===== src/rtl/das_acq_pkg.sv =====
// das_acq_pkg: shared state type, default widths and helpers for the DAS
// trace-acquisition sequencer.
package das_acq_pkg;

    localparam int unsigned DATA_W_DEF   = 14;
    localparam int unsigned PERIOD_W_DEF = 24;
    localparam int unsigned LEN_W_DEF    = 16;
    localparam int unsigned PULSE_W_W    = 8;
    localparam int unsigned TRACE_CNT_W  = 32;

    typedef enum logic [2:0] {
        IDLE,
        PULSE,
        DELAY,
        CAPTURE,
        WAIT
    } acq_state_t;

    // A trace is in flight in every state except IDLE and WAIT.
    function automatic logic is_busy(input acq_state_t st);
        return (st != IDLE) && (st != WAIT);
    endfunction

endpackage


===== src/rtl/das_acq_out_reg.sv =====
// das_acq_out_reg: single-entry valid/ready output register. While the held
// beat is stalled (valid && !ready) it keeps its contents; a new beat offered
// in that cycle is dropped and reported on drop.
module das_acq_out_reg
    import das_acq_pkg::*;
#(
    parameter int unsigned DATA_W = DATA_W_DEF
) (
    input  logic              clk_i,
    input  logic              reset_i,
    input  logic              s_valid,
    input  logic [DATA_W-1:0] s_data,
    input  logic              s_last,
    input  logic              m_ready,
    output logic              m_valid,
    output logic [DATA_W-1:0] m_data,
    output logic              m_last,
    output logic              drop
);

    logic stall;

    assign stall = m_valid && !m_ready;
    assign drop  = s_valid && stall;

    // Load a new beat whenever the register is empty or being drained.
    always_ff @(posedge clk_i or negedge reset_i) begin
        if (!reset_i) begin
            m_valid <= 1'b0;
            m_data  <= '0;
            m_last  <= 1'b0;
        end else if (!stall) begin
            m_valid <= s_valid;
            m_last  <= s_valid && s_last;
            if (s_valid) begin
                m_data <= s_data;
            end
        end
    end

endmodule


===== src/rtl/das_acq_sequencer.sv =====
// das_acq_sequencer: fires the probe pulse every period_i cycles, waits
// delay_i cycles from the pulse rise, then streams length_i ADC samples with
// a last marker. Optional build macro DAS_ACQ_TEST_PATTERN_EN replaces the
// ADC input with a counter that restarts at every accepted trigger.
module das_acq_sequencer
    import das_acq_pkg::*;
#(
    parameter int unsigned DATA_W   = DATA_W_DEF,
    parameter int unsigned PERIOD_W = PERIOD_W_DEF,
    parameter int unsigned LEN_W    = LEN_W_DEF
) (
    input  logic                   clk_i,
    input  logic                   reset_i,
    input  logic                   enable_i,
    input  logic [PERIOD_W-1:0]    period_i,
    input  logic [PULSE_W_W-1:0]   pulse_width_i,
    input  logic [LEN_W-1:0]       delay_i,
    input  logic [LEN_W-1:0]       length_i,
    input  logic [DATA_W-1:0]      adc_data_i,
    input  logic                   overflow_clr_i,
    output logic                   pulse_o,
    output logic [DATA_W-1:0]      m_data_o,
    output logic                   m_valid_o,
    output logic                   m_last_o,
    input  logic                   m_ready_i,
    output logic [TRACE_CNT_W-1:0] trace_cnt_o,
    output logic                   overflow_o,
    output logic                   busy_o
);

    // Offset from pulse rise; must hold delay + length (17 bits) and the pulse width.
    localparam int unsigned SEQ_W = LEN_W + 1;

    acq_state_t            state_q;
    logic [PERIOD_W-1:0]   per_q;
    logic [SEQ_W-1:0]      seq_q;
    logic [SEQ_W-1:0]      seq_nxt;
    logic [SEQ_W-1:0]      end_q;
    logic [SEQ_W-1:0]      end_new;
    logic [PULSE_W_W-1:0]  w_q;
    logic [PULSE_W_W-1:0]  w_new;
    logic [LEN_W-1:0]      d_q;
    logic                  pulse_q;
    logic                  busy;
    logic                  trig;
    logic                  start;
    logic                  skip;
    logic                  run_pulse;
    logic                  run_cap;
    logic                  run_pend;
    logic                  cap_last;
    logic [DATA_W-1:0]     sample;
    logic [TRACE_CNT_W-1:0] trace_q;
    logic                  ovf_q;
    logic                  drop;

    // Trigger detection and next-offset decode for the running trace.
    always_comb begin
        busy      = is_busy(state_q);
        trig      = (per_q == '0) && enable_i && (period_i != '0);
        start     = trig && !busy;
        skip      = trig && busy;
        w_new     = (pulse_width_i == '0) ? PULSE_W_W'(1) : pulse_width_i;
        end_new   = (length_i == '0) ? '0 : SEQ_W'(delay_i) + SEQ_W'(length_i);
        seq_nxt   = seq_q + SEQ_W'(1);
        run_pulse = seq_nxt < SEQ_W'(w_q);
        run_cap   = (seq_nxt >= SEQ_W'(d_q)) && (seq_nxt < end_q);
        run_pend  = seq_nxt < end_q;
        cap_last  = (state_q == CAPTURE) && (seq_q == end_q - SEQ_W'(1));
    end

    // Repetition counter: held at 0 while disabled, reloads on every trigger.
    always_ff @(posedge clk_i or negedge reset_i) begin
        if (!reset_i) begin
            per_q <= '0;
        end else if (!enable_i) begin
            per_q <= '0;
        end else if (trig) begin
            per_q <= period_i - PERIOD_W'(1);
        end else if (per_q != '0) begin
            per_q <= per_q - PERIOD_W'(1);
        end
    end

    // Trace FSM. Pulse and delay/capture run off one shared offset counter so
    // they overlap; the state reports the dominant activity (capture > pulse > delay).
    always_ff @(posedge clk_i or negedge reset_i) begin
        if (!reset_i) begin
            state_q <= IDLE;
            seq_q   <= '0;
            w_q     <= '0;
            d_q     <= '0;
            end_q   <= '0;
            pulse_q <= 1'b0;
        end else if (start) begin
            state_q <= ((length_i != '0) && (delay_i == '0)) ? CAPTURE : PULSE;
            seq_q   <= '0;
            w_q     <= w_new;
            d_q     <= delay_i;
            end_q   <= end_new;
            pulse_q <= 1'b1;
        end else begin
            case (state_q)
                PULSE, DELAY, CAPTURE: begin
                    seq_q   <= seq_nxt;
                    pulse_q <= run_pulse;
                    if (run_cap) begin
                        state_q <= CAPTURE;
                    end else if (run_pulse) begin
                        state_q <= PULSE;
                    end else if (run_pend) begin
                        state_q <= DELAY;
                    end else begin
                        state_q <= enable_i ? WAIT : IDLE;
                    end
                end
                WAIT: begin
                    pulse_q <= 1'b0;
                    if (!enable_i) begin
                        state_q <= IDLE;
                    end
                end
                default: begin
                    pulse_q <= 1'b0;
                end
            endcase
        end
    end

`ifdef DAS_ACQ_TEST_PATTERN_EN
    logic [DATA_W-1:0] pat_q;
    logic              unused_adc;

    assign unused_adc = ^adc_data_i;

    // Pattern source: 0 in the pulse-rise cycle, +1 every cycle after.
    always_ff @(posedge clk_i or negedge reset_i) begin
        if (!reset_i) begin
            pat_q <= '0;
        end else if (start) begin
            pat_q <= '0;
        end else begin
            pat_q <= pat_q + DATA_W'(1);
        end
    end

    assign sample = pat_q;
`else
    assign sample = adc_data_i;
`endif

    das_acq_out_reg #(
        .DATA_W (DATA_W)
    ) u_out_reg (
        .clk_i   (clk_i),
        .reset_i (reset_i),
        .s_valid (state_q == CAPTURE),
        .s_data  (sample),
        .s_last  (cap_last),
        .m_ready (m_ready_i),
        .m_valid (m_valid_o),
        .m_data  (m_data_o),
        .m_last  (m_last_o),
        .drop    (drop)
    );

    // Count a trace when its final sample is captured, even if it was dropped.
    always_ff @(posedge clk_i or negedge reset_i) begin
        if (!reset_i) begin
            trace_q <= '0;
        end else if (cap_last) begin
            trace_q <= trace_q + TRACE_CNT_W'(1);
        end
    end

    // Sticky overflow; a set event in the same cycle beats the clear.
    always_ff @(posedge clk_i or negedge reset_i) begin
        if (!reset_i) begin
            ovf_q <= 1'b0;
        end else if (skip || drop) begin
            ovf_q <= 1'b1;
        end else if (overflow_clr_i) begin
            ovf_q <= 1'b0;
        end
    end

    assign pulse_o     = pulse_q;
    assign busy_o      = busy;
    assign trace_cnt_o = trace_q;
    assign overflow_o  = ovf_q;

endmodule


===== config.mk =====
export PLATFORM = sky130hd
export DESIGN_NAME = das_acq_sequencer
export DESIGN_NICKNAME = d
export VERILOG_FILES = /design/src/rtl/das_acq_pkg.sv /design/src/rtl/das_acq_out_reg.sv /design/src/rtl/das_acq_sequencer.sv
export SDC_FILE = /design/constraint.sdc
export NUM_CORES = 1
export LEC_CHECK = 0
export CAP_MARGIN = 30
export CORE_MARGIN = 2
export CORE_UTILIZATION = 50
export CTS_CLUSTER_DIAMETER = 200
export DETAILED_ROUTE_END_ITERATION = 16
export PLACE_DENSITY = 0.78
export RECOVER_POWER = 25
export SLEW_MARGIN = 30
export SYNTH_ARGS = -nofsm -noshare
export SYNTH_HDL_FRONTEND = slang
export SYNTH_SLANG_ARGS = --single-unit

===== constraint.sdc =====
create_clock -name clk_i -period 3.4 [get_ports clk_i]
set_input_delay 0.68 -clock clk_i [delete_from_list [all_inputs] [get_ports clk_i]]
set_output_delay 0.68 -clock clk_i [all_outputs]
set_load 0.03 [all_outputs]

==> impl_metrics.env <==
export IMPL_ys_flop_type="dfrtp_1"
export IMPL_io_buffers=133
export IMPL_num_rows=48
export IMPL_initial_utilization=0.514
export IMPL_diodes=0
export IMPL_wl_mm=25.4
export IMPL_vdd_drop_max_mv=0.385
export IMPL_synth_edf_count=0
export IMPL_wire_per_inst_um=17.2
export IMPL_cts_root_buf="clkbuf_16"
export IMPL_setup_viol=0
export IMPL_cts_hold_fix_buffers=0
export IMPL_place_inst=1436
export IMPL_gp_congestion=0.958
export IMPL_dr_first_iter_drc_count=680
export IMPL_overflow=0
export IMPL_vias_per_cell=5.82
export IMPL_r2r_cells=9
export IMPL_cts_inserted_buffers=17
export IMPL_grtUsageTotal=0.274
export IMPL_postRouteAntennaNets=0
export IMPL_cts_buffer_depth=2
export IMPL_power_total_uw=5460
export IMPL_finalMaxSlewViolations=75
export IMPL_r2r_setup_slack_ps=20
export IMPL_clock_sinks=135
export IMPL_grt_pass1_vias=8361
export IMPL_setup_ws_ps=23.6
export IMPL_syn_nets=1154
export IMPL_drcViolationCount=0
export IMPL_die_area_sq_mm=0.0189
export IMPL_path_clk_slew_ps=70
export IMPL_cap_viol_max_count=1
export IMPL_finalClockSkew_ps=11.0
export IMPL_dp_slack_ps=-455
export IMPL_yosysTopAreaCellShare=0.379
export IMPL_synth_top_area_cell="dfrtp_1"
export IMPL_ys_ff_latch=135
export IMPL_violations="max-capacitance violations, max-slew violations"
export IMPL_die_w_um=138
export IMPL_status="finished, violations left"
export IMPL_rsz0062_at_grt="yes"
export IMPL_clock_latency_ps=430
export IMPL_hold_viol=0
export IMPL_post_route_min_period_ps=3380
export IMPL_chipHeight_um=138
export IMPL_multi_input_area_sq_mm=0.00529
export IMPL_critPathArrivalTime_ps=3700
export IMPL_min_to="d_q[0]"
export IMPL_fillerInstances=1352
export IMPL_ctsHtreeMaxLevel=4
export IMPL_dpl_hpwl_mm=19.1
export IMPL_vias=8567
export IMPL_hp_class="reg2reg"
export IMPL_cp_start_kind="input port"
export IMPL_ys_types=68
export IMPL_regToRegStartpoint="per_q[1]"
export IMPL_async_flop_share=1.00
export IMPL_crit_type="in2reg"
export IMPL_syn_inst=1013
export IMPL_power_density_mw_per_mm2=457
export IMPL_cts_tree="yes"
export IMPL_clock_fmax_mhz=296
export IMPL_antenna_found_initial=0
export IMPL_fp_coreArea_sq_mm=0.0174
export IMPL_power_leakage_uw=0.00540
export IMPL_r2r_end="per_q[13]"
export IMPL_max_slew_margin=-0.263
export IMPL_worstPathRequired_ps=3720
export IMPL_worst_slew_pin_slew_ps=1890
export IMPL_layout_nets=1376
export IMPL_dr_pass1_iters=8
export IMPL_area_sequential_sq_mm=0.00338
export IMPL_setup_worst_path_end_class="flip-flop"
export IMPL_finish_utilization=0.687
export IMPL_grt_max_degree=75
export IMPL_drive_above_1_share=0.167
export IMPL_ys_top_cells_by_area="dfrtp_1 (38%), ha_1 (8.0%), xnor2_1 (6.7%)"
export IMPL_area_delta_synth_final_pct=33.6
export IMPL_min_period_over_period=0.993
export IMPL_yosysWarnings=0
export IMPL_avgSynthCellArea_sq_um=8.81
export IMPL_grt_pass1_wl_mm=40.6
export IMPL_ys_seq_area_frac=0.379
export IMPL_hold_start="d_q[0]"
export IMPL_fin_cells=1473
export IMPL_crit_fanout=7
export IMPL_syn_area_sq_mm=0.00892
export IMPL_min_delay_path_depth=2
export IMPL_pin_count=134
-- critical path, stage by stage --
cell	delay (ps)
clkdlybuf4s50_1	440
or4_4	550
or3_4	360
or4_4	520
a2111oi_4	350
a2bb2o_4	300
nor4_2	260
xor2_1	190
nor2_1	60
-- layout make-up --
cell class              instances  area share
clock buffers                  17      0.0357
flip-flops and latches        135       0.283
multi-input cells             774       0.444
clock inverters                15      0.0114
repair buffers                245       0.182
well taps                     225      0.0236
inverters                      62      0.0195
-- cell usage after synthesis (all sizes together), types with 3 or more instances --
master,count
ha,57
nor3b,5
nor4,38
mux2,16
or3b,3
o41ai,3
o31ai,12
nor2,81
and4,3
inv,62
nor4b,3
a21oi,51
or2,7
a31oi,3
o22ai,5
nand4,25
a21o,10
nand3,37
o21a,8
o311ai,4
nand2b,6
nand2,99
and3,7
xor2,31
o2111ai,4
or4,14
and2,3
o211ai,8
clkbuf,34
or3,15
o21ai,69
buf,8
a211oi,8
a2111oi,3
dfrtp,135
a21boi,6
nor3,27
xnor2,68
nor2b,12
-- power by group --
part | switching, uW | internal, uW | leakage, uW
clock | 797 | 964 | 0.000275
combinational | 969 | 862 | 0.00351
sequential | 132 | 1730 | 0.00161
-- worst max path at each step --
| stage | startpoint | slack (ps) | to | cells past startpoint |
|---|---|---|---|---|
| after CTS | per_q[11] | 20 | per_q[22] | 13 |
| after global routing | enable_i | -60 | per_q[22] | 13 |
| after floorplan | period_i[11] | -20 | per_q[13] | 10 |
| final | period_i[11] | 20 | per_q[13] | 9 |
| after global placement | period_i[11] | -420 | per_q[13] | 9 |
| after detailed placement | period_i[11] | -450 | per_q[13] | 9 |
-- metal layers --
metal  track usage  up-vias  share of wire
met4        0.0916        0          0.019
met3        0.0442       47          0.064
li1              -     4081              -
met5             0        -              0
met2         0.452      366           0.48
met1         0.366     4073           0.44
-- state kept, by name, indices dropped and copies added, names as in the netlist --
register	cells
end_q	17
per_q	24
d_q	16
u_out_reg.m_valid	1
seq_q	17
overflow_o	1
state_q	3
w_q	8
pulse_o	1
u_out_reg.m_data	14
u_out_reg.m_last	1
trace_cnt_o	32
-- kinds of logic after synthesis --
| family | Yosys count | share of synthesized area |
|---|---|---|
| AO/OA/AOI/OAI | 206 | 0.145 |
| XOR/XNOR | 100 | 0.0997 |
| adder cells (fa/ha/maj) | 59 | 0.0833 |
| buffers and inverters | 104 | 0.0450 |
| flip-flops | 135 | 0.379 |
| multiplexers | 16 | 0.0202 |
| AND/OR/NAND/NOR | 393 | 0.228 |
-- per-stage QoR --
step | hold slack (ps) | TNS [ps] | cell area [sq um]
floorplan | 384 | -33.8 | 8950
global placement | 459 | -11240 | 11200
detailed placement | 475 | -12440 | 11200
CTS | 299 | 0 | 11800
global route | 518 | -157 | 11900
finish | 485 | 0 | 11900
-- placed cells by master (no fill, tap or decap), drive strengths merged, types with 19 or more instances in the layout --
cell type | Yosys | layout
o21ai | 69 | 69
nor2 | 81 | 81
dfrtp | 135 | 135
ha | 57 | 57
nand4 | 25 | 25
nor4 | 38 | 38
nand3 | 37 | 37
inv | 62 | 70
clkbuf | 34 | 19
clkdlybuf4s50 | 0 | 132
nand2 | 99 | 99
a21oi | 51 | 51
xnor2 | 68 | 68
nor3 | 27 | 27
xor2 | 31 | 31
buf | 8 | 111
-- what timing repair did --
action | 4_1_cts | 5_1_grt
pin swaps | 1 | 4
resized for setup | 2 | 26
endpoints found under the setup margin | 2 | 52
buffers inserted | 1 | 4
(Power assumes the default switching activity.)
==> variant (config.mk and constraints unchanged) <==
Put one more register stage on the output `trace_cnt_o`, with the module's reset. The value now appears one clock later. The other outputs are not delayed to match.
--- a/src/rtl/das_acq_sequencer.sv
+++ b/src/rtl/das_acq_sequencer.sv
@@ -186,7 +186,13 @@
 
     assign pulse_o     = pulse_q;
     assign busy_o      = busy;
-    assign trace_cnt_o = trace_q;
+    always_ff @(posedge clk_i or negedge reset_i) begin
+        if (!reset_i) begin
+            trace_cnt_o <= '0;
+        end else begin
+            trace_cnt_o <= trace_q;
+        end
+    end
     assign overflow_o  = ovf_q;
 
 endmodule
Check against the original RTL: not equivalent (Yosys sat finds a counterexample within 4 cycles, from zero or initial values and one cycle with reset_i low).
==> variant against the original RTL <==
- non-clock buffer count grew 22
- die area grew 5.8%
- first-iteration DRC count shrank 6.6%
- the run still ends with max-capacitance violations, max-slew violations left
- via count grew 0.40%
- worst setup slack gained 7.6 ps
- wire length grew 1.0%
- sequential cell count grew 32
- sequential share of layout area grew 4.2 points
- design area grew 7.9%
- area after synthesis grew 6.0%
- synthesized cell count shrank 0.59%
- clock skew grew 2.1 ps
Power is not compared: it rests on default switching activity, and its combinational part moved more than twofold at a synthesized area within 25%.
==> variant: results (changes against the original RTL) <==
Status -> complete, but fails checks
Failing checks -> max-capacitance violations, max-slew violations
Hold Path Cell Cnt -> 0 (-2)
Vias per cell -> 5.71 (-1.9%)
Routability cong. -> 0.966 (+0.85%)
Yosys cell types -> 65 (-4.4%)
Max-Cap Viols -> 1 (unchanged)
Setup Skew -> 13.1 ps (+2.12 ps)
Vias in the first global route -> 8501 (+1.7%)
Multiplexer share of the synthesized area -> 0.0210 (+0.000847)
Dpl cells -> 1462 (+1.8%)
Compound-Gate Fraction of Synth Area -> 0.119 (-0.0261)
HPWL after DPL -> 18500 um (-3.4%)
Total GRT Usage -> 0.263 (-0.0110)
Layout cells sized above 1 -> 0.200 (+0.0336)
DRT Pass-1 Iters -> 5 (-3)
Top cells by count, synth -> dfrtp_1 (167), nand2_1 (96), nor2_1 (78), o21ai_0 (78)
Post-DP Area -> 12000 um^2 (+6.6%)
Worst R2R Path Depth -> 12 (+3)
Final #Nets -> 1401 (+1.8%)
Max-slew violations -> 89 (+19%)
Hold_sp -> trace_q[30]$_DFFE_PN0P_
WL per Instance -> 17.0 um (-1.3%)
CP endpoint -> per_q[22]$_DFFE_PN0P_
First-pass GRT wire length -> 42000 um (+3.3%)
Post-Syn Nets -> 1148 (-0.52%)
Setup WS pre-CTS -> -722 ps (-267 ps)
Seq/Total Area, Yosys -> 0.442 (+0.0633)
-- variant: routing by layer --
metal  up-vias  global-route usage  routed length (um)
met5         -                   0                   0
met4         0              0.0858                 629
met3        52              0.0462                1360
met2       312               0.434               12500
met1      4175               0.352               11200
li1       4062                   -                   -
-- variant: repair_timing --
action | in CTS | in global routing
pin swaps | 15 | 26
setup buffers | 7 | 5
cloned | 0 | 1
endpoints found under the hold margin | 0 | 0
resized for setup | 25 | 42
endpoints found under the setup margin | 8 | 34
-- variant: final cells by class --
cell class	instances	area [um^2]
clock inverter	13	161
fill	1441	5770
sequential	167	4190
inverter	56	210
tap	234	293
timing repair buffer	267	2370
clock buffer	19	443
multi-input combinational	751	5200
-- variant: worst register-to-register path: cells and delay by family, from the launching register on --
family / cells / cell delay, ps
and+or+nand+nor: 6 / 1450
AOI/OAI and AO/OA: 1 / 240
DFF: 1 / 410
xor gates and xnor gates: 1 / 240
buffers and inverters: 2 / 350
adders and majority gates: 2 / 540
